--- config.mk ---
export PLATFORM = sky130hd
export DESIGN_NAME = execute_scheduler_flat
export DESIGN_NICKNAME = d
export VERILOG_FILES = /design/src/rtl/execute_scheduler_if.sv /design/src/rtl/execute_scheduler.sv /design/src/flat_wrapper.sv
export SDC_FILE = /design/constraint.sdc
export NUM_CORES = 1
export LEC_CHECK = 0
export BUFFER_PORTS_ARGS = -buffer_cell sky130_fd_sc_hd__buf_2
export CORE_MARGIN = 2
export CORE_UTILIZATION = 50
export DETAILED_ROUTE_END_ITERATION = 8
export PLACE_DENSITY = 0.69
export SLEW_MARGIN = 10
export SYNTH_ARGS = -nofsm -noshare
export SYNTH_HDL_FRONTEND = slang
export SYNTH_SLANG_ARGS = --single-unit
--- constraint.sdc ---
create_clock -name clk -period 14.3 [get_ports clk]
set_clock_uncertainty 0.15 [all_clocks]
set_input_delay 2.86 -clock clk [delete_from_list [all_inputs] [get_ports clk]]
set_output_delay 2.86 -clock clk [all_outputs]
set_load 0.01 [all_outputs]
--- src/rtl/execute_scheduler_if.sv ---
// ============================================================================
// Module      : execute_scheduler_if
// Description : Issue / result bundle between an issuing stage and the
//               vector execute scheduler.
// Revision    : 1.0  initial release
// ============================================================================
`default_nettype none

interface execute_scheduler_if #(
  parameter int vecSize = 4,
  parameter int regSize = 8
);
  // Issue side
  logic                             flush;
  logic                             in_valid;
  logic                             in_ready;
  logic [2:0]                       ExecuteOp;
  logic [2:0]                       pcWrEn;
  logic                             overwriteFlags;
  logic [vecSize-1:0][regSize-1:0]  vect1;
  logic [vecSize-1:0][regSize-1:0]  vect2;

  // Result side
  logic                             out_valid;
  logic                             out_ready;
  logic [vecSize-1:0][regSize-1:0]  vectOut;
  logic                             pcWrEnOut;
  logic [1:0]                       NZ_flags;
  logic                             busy;

  // Issuing stage / consumer
  modport master (
    output flush, in_valid, ExecuteOp, pcWrEn, overwriteFlags, vect1, vect2,
           out_ready,
    input  in_ready, out_valid, vectOut, pcWrEnOut, NZ_flags, busy
  );

  // Scheduler
  modport slave (
    input  flush, in_valid, ExecuteOp, pcWrEn, overwriteFlags, vect1, vect2,
           out_ready,
    output in_ready, out_valid, vectOut, pcWrEnOut, NZ_flags, busy
  );
endinterface

`default_nettype wire

--- src/rtl/execute_scheduler.sv ---
// ============================================================================
// Module      : execute_scheduler
// Description : Vector execute stage. Single-cycle lane-parallel ALU for
//               most ops; multiply runs lane-serially on one shared
//               regSize x regSize multiplier. Holds the architectural NZ
//               flags and resolves conditional branches.
// Revision    : 1.0  initial release
// ============================================================================
`default_nettype none

module execute_scheduler #(
  parameter int vecSize = 4,
  parameter int regSize = 8
) (
  input  wire logic              clk,
  input  wire logic              reset,     // asynchronous, active low
  execute_scheduler_if.slave     bus
);

  typedef logic [vecSize-1:0][regSize-1:0] vec_t;

  typedef enum logic [1:0] {
    IDLE = 2'd0,
    MUL  = 2'd1,
    OUT  = 2'd2
  } state_t;

  localparam logic [2:0]         OP_PASS_A = 3'b000;
  localparam logic [2:0]         OP_XOR    = 3'b001;
  localparam logic [2:0]         OP_ADD    = 3'b010;
  localparam logic [2:0]         OP_SUB    = 3'b011;
  localparam logic [2:0]         OP_MUL    = 3'b100;
  localparam logic [2:0]         OP_SHR    = 3'b101;
  localparam logic [2:0]         OP_SHL    = 3'b110;
  localparam logic [2:0]         OP_PASS_B = 3'b111;

  localparam int                 CNT_W       = (vecSize > 1) ? $clog2(vecSize) : 1;
  localparam logic [CNT_W-1:0]   LAST_LANE   = CNT_W'(vecSize - 1);
  localparam logic [regSize:0]   SHIFT_LIMIT = (regSize + 1)'(regSize);

  // --------------------------------------------------------------------------
  // State
  // --------------------------------------------------------------------------
  state_t              state;
  logic [CNT_W-1:0]    lane_cnt;
  logic                out_valid_q;
  vec_t                vect_out_q;
  logic                pc_out_q;
  logic [1:0]          nz_q;

  // Operands of the in-flight multiply
  vec_t                op_a;
  vec_t                op_b;
  logic [2:0]          op_pcw;
  logic                op_ovw;

  // --------------------------------------------------------------------------
  // Helpers
  // --------------------------------------------------------------------------
  // Shift by a per-lane amount; any amount of regSize or more clears the lane.
  function automatic logic [regSize-1:0] shift_lane(
    input logic [regSize-1:0] a,
    input logic [regSize-1:0] amt,
    input logic               left
  );
    if ({1'b0, amt} >= SHIFT_LIMIT) begin
      return '0;
    end
    return left ? (a << amt) : (a >> amt);
  endfunction

  // {N, Z}: N = any lane negative, Z = every lane zero.
  function automatic logic [1:0] vec_flags(input vec_t v);
    logic n;
    logic z;
    n = 1'b0;
    z = 1'b1;
    for (int i = 0; i < vecSize; i++) begin
      n = n | v[i][regSize-1];
      z = z & (v[i] == '0);
    end
    return {n, z};
  endfunction

  // Branch decision from the jump mask and the flags the op sees.
  function automatic logic branch_taken(input logic [2:0] pcw, input logic [1:0] nz);
    return pcw[2] | (pcw[1] & nz[0]) | (pcw[0] & nz[1]);
  endfunction

  // --------------------------------------------------------------------------
  // Handshake
  // --------------------------------------------------------------------------
  logic issue_ready;
  logic accept;

  assign issue_ready = reset && !bus.flush &&
                       ((state == IDLE) || ((state == OUT) && bus.out_ready));
  assign accept      = issue_ready && bus.in_valid;

  // --------------------------------------------------------------------------
  // Single-cycle lane-parallel ALU (multiply is handled by the serial path)
  // --------------------------------------------------------------------------
  vec_t alu_vec;

  for (genvar i = 0; i < vecSize; i++) begin : g_lane
    logic [regSize-1:0] a;
    logic [regSize-1:0] b;
    logic [regSize-1:0] res;

    assign a = bus.vect1[i];
    assign b = bus.vect2[i];

    // Per-lane result for the issuing op, wrapping modulo 2^regSize.
    always_comb begin
      res = '0;
      case (bus.ExecuteOp)
        OP_PASS_A: res = a;
        OP_XOR:    res = a ^ b;
        OP_ADD:    res = a + b;
        OP_SUB:    res = a - b;
        OP_SHR:    res = shift_lane(a, b, 1'b0);
        OP_SHL:    res = shift_lane(a, b, 1'b1);
        OP_PASS_B: res = b;
        default:   res = '0;
      endcase
    end

    assign alu_vec[i] = res;
  end

  logic [1:0] alu_flags;
  logic [1:0] alu_branch_nz;

  assign alu_flags     = vec_flags(alu_vec);
  assign alu_branch_nz = bus.overwriteFlags ? alu_flags : nz_q;

  // --------------------------------------------------------------------------
  // Shared lane-serial multiplier
  // --------------------------------------------------------------------------
  logic [regSize-1:0] mul_lane;
  vec_t               mul_vec;
  logic [1:0]         mul_flags;
  logic [1:0]         mul_branch_nz;

  assign mul_lane = op_a[lane_cnt] * op_b[lane_cnt];

  // Result vector as it will look once the current lane is written; on the
  // last lane this is the complete product used for the flags.
  always_comb begin
    mul_vec           = vect_out_q;
    mul_vec[lane_cnt] = mul_lane;
  end

  assign mul_flags     = vec_flags(mul_vec);
  assign mul_branch_nz = op_ovw ? mul_flags : nz_q;

  // --------------------------------------------------------------------------
  // Control FSM and result registers
  // --------------------------------------------------------------------------
  // All outputs are registered here; accept in IDLE or a draining OUT starts
  // the next op directly so back-to-back issue needs no bubble.
  always_ff @(posedge clk or negedge reset) begin
    if (!reset) begin
      state       <= IDLE;
      lane_cnt    <= '0;
      out_valid_q <= 1'b0;
      vect_out_q  <= '0;
      pc_out_q    <= 1'b0;
      nz_q        <= 2'b00;
      op_a        <= '0;
      op_b        <= '0;
      op_pcw      <= 3'b000;
      op_ovw      <= 1'b0;
    end else if (bus.flush) begin
      // Abort: flags keep their value, partial multiply results are dropped.
      state       <= IDLE;
      lane_cnt    <= '0;
      out_valid_q <= 1'b0;
      pc_out_q    <= 1'b0;
    end else if (accept) begin
      op_pcw <= bus.pcWrEn;
      op_ovw <= bus.overwriteFlags;
      if (bus.ExecuteOp == OP_MUL) begin
        state       <= MUL;
        lane_cnt    <= '0;
        out_valid_q <= 1'b0;
        pc_out_q    <= 1'b0;
        op_a        <= bus.vect1;
        op_b        <= bus.vect2;
      end else begin
        state       <= OUT;
        out_valid_q <= 1'b1;
        vect_out_q  <= alu_vec;
        pc_out_q    <= branch_taken(bus.pcWrEn, alu_branch_nz);
        if (bus.overwriteFlags) begin
          nz_q <= alu_flags;
        end
      end
    end else begin
      case (state)
        MUL: begin
          vect_out_q[lane_cnt] <= mul_lane;
          if (lane_cnt == LAST_LANE) begin
            state       <= OUT;
            lane_cnt    <= '0;
            out_valid_q <= 1'b1;
            pc_out_q    <= branch_taken(op_pcw, mul_branch_nz);
            if (op_ovw) begin
              nz_q <= mul_flags;
            end
          end else begin
            lane_cnt <= lane_cnt + CNT_W'(1);
          end
        end
        OUT: begin
          if (bus.out_ready) begin
            state       <= IDLE;
            out_valid_q <= 1'b0;
            pc_out_q    <= 1'b0;
          end
        end
        default: begin
          state <= IDLE;
        end
      endcase
    end
  end

  // --------------------------------------------------------------------------
  // Outputs
  // --------------------------------------------------------------------------
  assign bus.in_ready  = issue_ready;
  assign bus.out_valid = out_valid_q;
  assign bus.vectOut   = vect_out_q;
  assign bus.pcWrEnOut = pc_out_q;
  assign bus.NZ_flags  = nz_q;
  assign bus.busy      = (state != IDLE);

endmodule

`default_nettype wire

--- src/flat_wrapper.sv ---
// flat-port wrapper written by rule: the top's interface ports become plain ports
module execute_scheduler_flat 
#(
  parameter int vecSize = 4,
  parameter int regSize = 8
)
  (clk, reset, bus_flush, bus_in_valid, bus_ExecuteOp, bus_pcWrEn, bus_overwriteFlags, bus_vect1, bus_vect2, bus_out_ready, bus_in_ready, bus_out_valid, bus_vectOut, bus_pcWrEnOut, bus_NZ_flags, bus_busy);
  execute_scheduler_if #(.vecSize(vecSize), .regSize(regSize)) bus_i ();
  input  wire logic clk;
  input  wire logic reset;
  input wire logic [$bits(bus_i.flush)-1:0] bus_flush;
  input wire logic [$bits(bus_i.in_valid)-1:0] bus_in_valid;
  input wire logic [$bits(bus_i.ExecuteOp)-1:0] bus_ExecuteOp;
  input wire logic [$bits(bus_i.pcWrEn)-1:0] bus_pcWrEn;
  input wire logic [$bits(bus_i.overwriteFlags)-1:0] bus_overwriteFlags;
  input wire logic [$bits(bus_i.vect1)-1:0] bus_vect1;
  input wire logic [$bits(bus_i.vect2)-1:0] bus_vect2;
  input wire logic [$bits(bus_i.out_ready)-1:0] bus_out_ready;
  output wire logic [$bits(bus_i.in_ready)-1:0] bus_in_ready;
  output wire logic [$bits(bus_i.out_valid)-1:0] bus_out_valid;
  output wire logic [$bits(bus_i.vectOut)-1:0] bus_vectOut;
  output wire logic [$bits(bus_i.pcWrEnOut)-1:0] bus_pcWrEnOut;
  output wire logic [$bits(bus_i.NZ_flags)-1:0] bus_NZ_flags;
  output wire logic [$bits(bus_i.busy)-1:0] bus_busy;
  assign bus_i.flush = bus_flush;
  assign bus_i.in_valid = bus_in_valid;
  assign bus_i.ExecuteOp = bus_ExecuteOp;
  assign bus_i.pcWrEn = bus_pcWrEn;
  assign bus_i.overwriteFlags = bus_overwriteFlags;
  assign bus_i.vect1 = bus_vect1;
  assign bus_i.vect2 = bus_vect2;
  assign bus_i.out_ready = bus_out_ready;
  assign bus_in_ready = bus_i.in_ready;
  assign bus_out_valid = bus_i.out_valid;
  assign bus_vectOut = bus_i.vectOut;
  assign bus_pcWrEnOut = bus_i.pcWrEnOut;
  assign bus_NZ_flags = bus_i.NZ_flags;
  assign bus_busy = bus_i.busy;
  execute_scheduler #(.vecSize(vecSize), .regSize(regSize)) u_core (.clk(clk), .reset(reset), .bus(bus_i));
endmodule
==> impl_metrics.csv <==
group,metric,value,unit
synth,synthArstFlopShare,100,%
finish,fin_cells,1624,
drt,wl_per_cell,24.5,µm
synth,ys.flop_type,"dfrtp_1",
synth,synth_edf_count,0,
clock_tree,clkTransAtPathRegs,80,ps
drt,firstDrtPassIters,5,
clock_tree,htree_levels,3,
grt,grt-ovfl-total,0,
drt,num_vias,10800,
run_status,status,"finished clean",
pwr,power.total,1.26,mW
grt,antenna_found_initial,2,
synth,netlist_instances,1304,
sta,fin_crit,7730,ps
synth,syn-num-nets,1448,
sta,hold_viol,0,
floorplanning,die_area,23800,µm²
setup_path,critPathKind,"input port to register",
placement,dp_cells,1606,
grt,grt_usage,33.2,%
synth,synth.most_common_cell,"nand2_1",
setup_path,rr_worst_depth,17,
synth,yosysWarnings,0,
sta,period_share,54.1,%
floorplanning,io_pins,114,
finish,finalNetCount,1476,
drt,postRouteAntennaNets,0,
placement,dpl_cell_area,11800,µm²
grt,grt_pass1_vias,10200,
clock_tree,cts_made_buffers,9,
synth,synth_common_cells,"144 x nand2_1, 108 x dfrtp_1, 80 x o21ai_0",
sta,worst_pin_slew,1090,ps
clock_tree,cts_setup_buffers,0,
floorplanning,die_h,154,µm
setup_path,cp_data_required_time,14430,ps
setup_path,r2r_end,"u_core.bus.pcWrEnOut",
finish,drive_gt1_share,17.6,%
flow_run,maxCapViolCount,0,
synth,synth.avg_cell_area,8.66,µm²
worst_hold_path,hold_path_class,"register to register",
sta,finalSetupViolCount,0,
sta,rsz0062_at_grt,"no",
pwr,powerDensity,103,nW/µm²
finish,fin_area,12200,µm²
setup_path,setup.worst_path.start,"bus_ExecuteOp[1]",
setup_path,cp-start-kind,"input port",
clock_tree,holdBufCountCts,0,
drt,via_per_inst,6.66,
grt,grt_pass1_wl,60600,µm
floorplanning,row_count,55,
clock_tree,max-clock-path-buffers,2,
floorplanning,fp.dieW,154,µm
synth,ys_ff_latch,108,
setup_path,rrSetupSlack,7810,ps
finish,multi_input_area,7920,µm²
finish,syn2layout_area_growth,7.63,%
setup_path,cp-end-kind,"register",
synth,yosysTopAreaCellShare,23.9,%
drt,dr.first_iter.drc_count,1038,
sta,slew_violations,0,
clock_tree,worst_skew_pair.late_latency,370,ps
sta,maxSlewHeadroom,25.7,%
setup_path,crit_path_max_fanout,29,
grt,grt_max_degree,83,
synth,synth_top_cell_by_area,"dfrtp_1",
setup_path,endpoint,"u_core.bus.pcWrEnOut",
floorplanning,core_region_area,22400,µm²
clock_tree,cts_tree,"built",
synth,seq_area_frac_synth,23.9,%
sta,timing.fmax,0.129,GHz
placement,port_buffers,113,
placement,hpwl,29800,µm
setup_path,worstPathArrival,7860,ps
finish,ff_latch_area,2700,µm²
placement,gp_congestion,0.999,
drt,drc,0,
synth,synthesis.area,11300,µm²
synth,synth.distinct_cells,76,
clock_tree,cts.sinks,108,
pwr,p_leak,5.31,nW
clock_tree,root_buffer,"clkbuf_16",
clock_tree,cts_resized,0,
pwr,ir_worst_vdd,0.0563,mV
setup_path,r2r-start,"u_core.lane_cnt[0]",
synth,synth_top_cells_by_area,"dfrtp_1 24%, mux2_2 6.3%, ha_1 5.8%, nand2_1 4.8%, xnor2_1 4.6%",
drt,wirelength,39800,µm
finish,n_fill_cell,2106,
floorplanning,initial_utilization,50.4,%
sta,setup_tns,0,ps
==> sequential cells by signal (all words and copies together), names as in the netlist <==
signal / flops
u_core.op_b: 32
u_core.bus.out_valid: 1
u_core.bus.pcWrEnOut: 1
u_core.lane_cnt: 2
u_core.bus.NZ_flags: 2
u_core.op_a: 32
u_core.op_pcw: 3
u_core.state: 2
u_core.op_ovw: 1
u_core.bus.vectOut: 32
==> cell families (layout without fill, tap and decap cells) <==
family / count (synthesis) / in the layout / share of synthesized area [%]
buffers and inverters: 166 / 199 / 6.14
XOR/XNOR: 84 / 84 / 6.82
AO/OA/AOI/OAI: 341 / 341 / 20.3
adder cells (fa/ha/maj): 68 / 68 / 8.59
multiplexers: 133 / 133 / 16.8
other: 0 / 2 / 0
AND/OR/NAND/NOR: 404 / 404 / 17.4
flip-flops: 108 / 108 / 23.9
==> cells in the final DEF (no fill, tap or decap), drive strengths merged, types with 14 or more instances in the layout <==
master and count:
mux2 63, nor3 21, xor2 22, o21ai 81
nor2b 19, dfrtp 108, a22oi 16, a31oi 22
buf 122, fa 16, xnor2 60, a21oi 56
and2 29, nand3 26, mux2i 35, o22ai 26
nor2 76, inv 64, nand2 144, ha 52
nor4 19, nand2b 14, a21o 15, mux4 35
==> area by class of cell <==
cell class	instances	share of cell area, %
antenna	2	0.0412
clock buffer	9	1.85
clock inverter	7	0.751
inverter	61	1.88
multi-input combinational	1030	65.1
sequential	108	22.2
tap	285	2.93
timing repair buffer	122	5.23
==> layer usage <==
layer	track usage, %	up-vias	wire length (µm)
li1	-	4872	-
met1	45.7	5225	16500
met2	52.4	600	18000
met3	4.90	115	3350
met4	14.7	0	2000
met5	0	-	0
==> worst max-delay path, stage by stage <==
cell and delay (ps):
buf_2 70, buf_4 290, inv_1 180, nor2_1 850
nand2_1 610, o31ai_1 240, xor2_1 180, ha_1 290
a21o_1 180, a21oi_1 120, o21ai_0 160, o31a_1 280
xnor2_1 320, o211ai_1 170, or3_1 390, or4_1 530
o211ai_1 110
==> power by group <==
group	internal [mW]	switching, mW	total (mW)
Clock	0.127	0.135	0.262
Sequential	0.377	0.0560	0.433
Combinational	0.237	0.324	0.561
Total	0.741	0.515	1.26
==> through the flow <==
stage | worst slack (ps) | hold slack (ps) | util [%]
detailed placement | 6370 | 313 | 52.8
floorplan | 7740 | 292 | -
finish | 6570 | 335 | 54.2
CTS | 6740 | 336 | 54.2
global route | 6400 | 370 | 54.2
global placement | 6580 | 305 | 52.8
==> worst min path at each step <==
stage	cells past startpoint	endpoint	from	slack [ps]
after floorplan	2	u_core.op_a[8]	u_core.op_a[8]	290
after CTS	2	u_core.op_a[24]	u_core.op_a[24]	340
after global routing	1	u_core.op_b[15]	u_core.op_b[15]	370
after global placement	2	u_core.op_b[17]	u_core.op_b[17]	300
final	2	u_core.bus.out_valid	u_core.bus.out_valid	340
after detailed placement	2	u_core.op_b[17]	u_core.op_b[17]	310
Power figures use the tool's default switching activity.
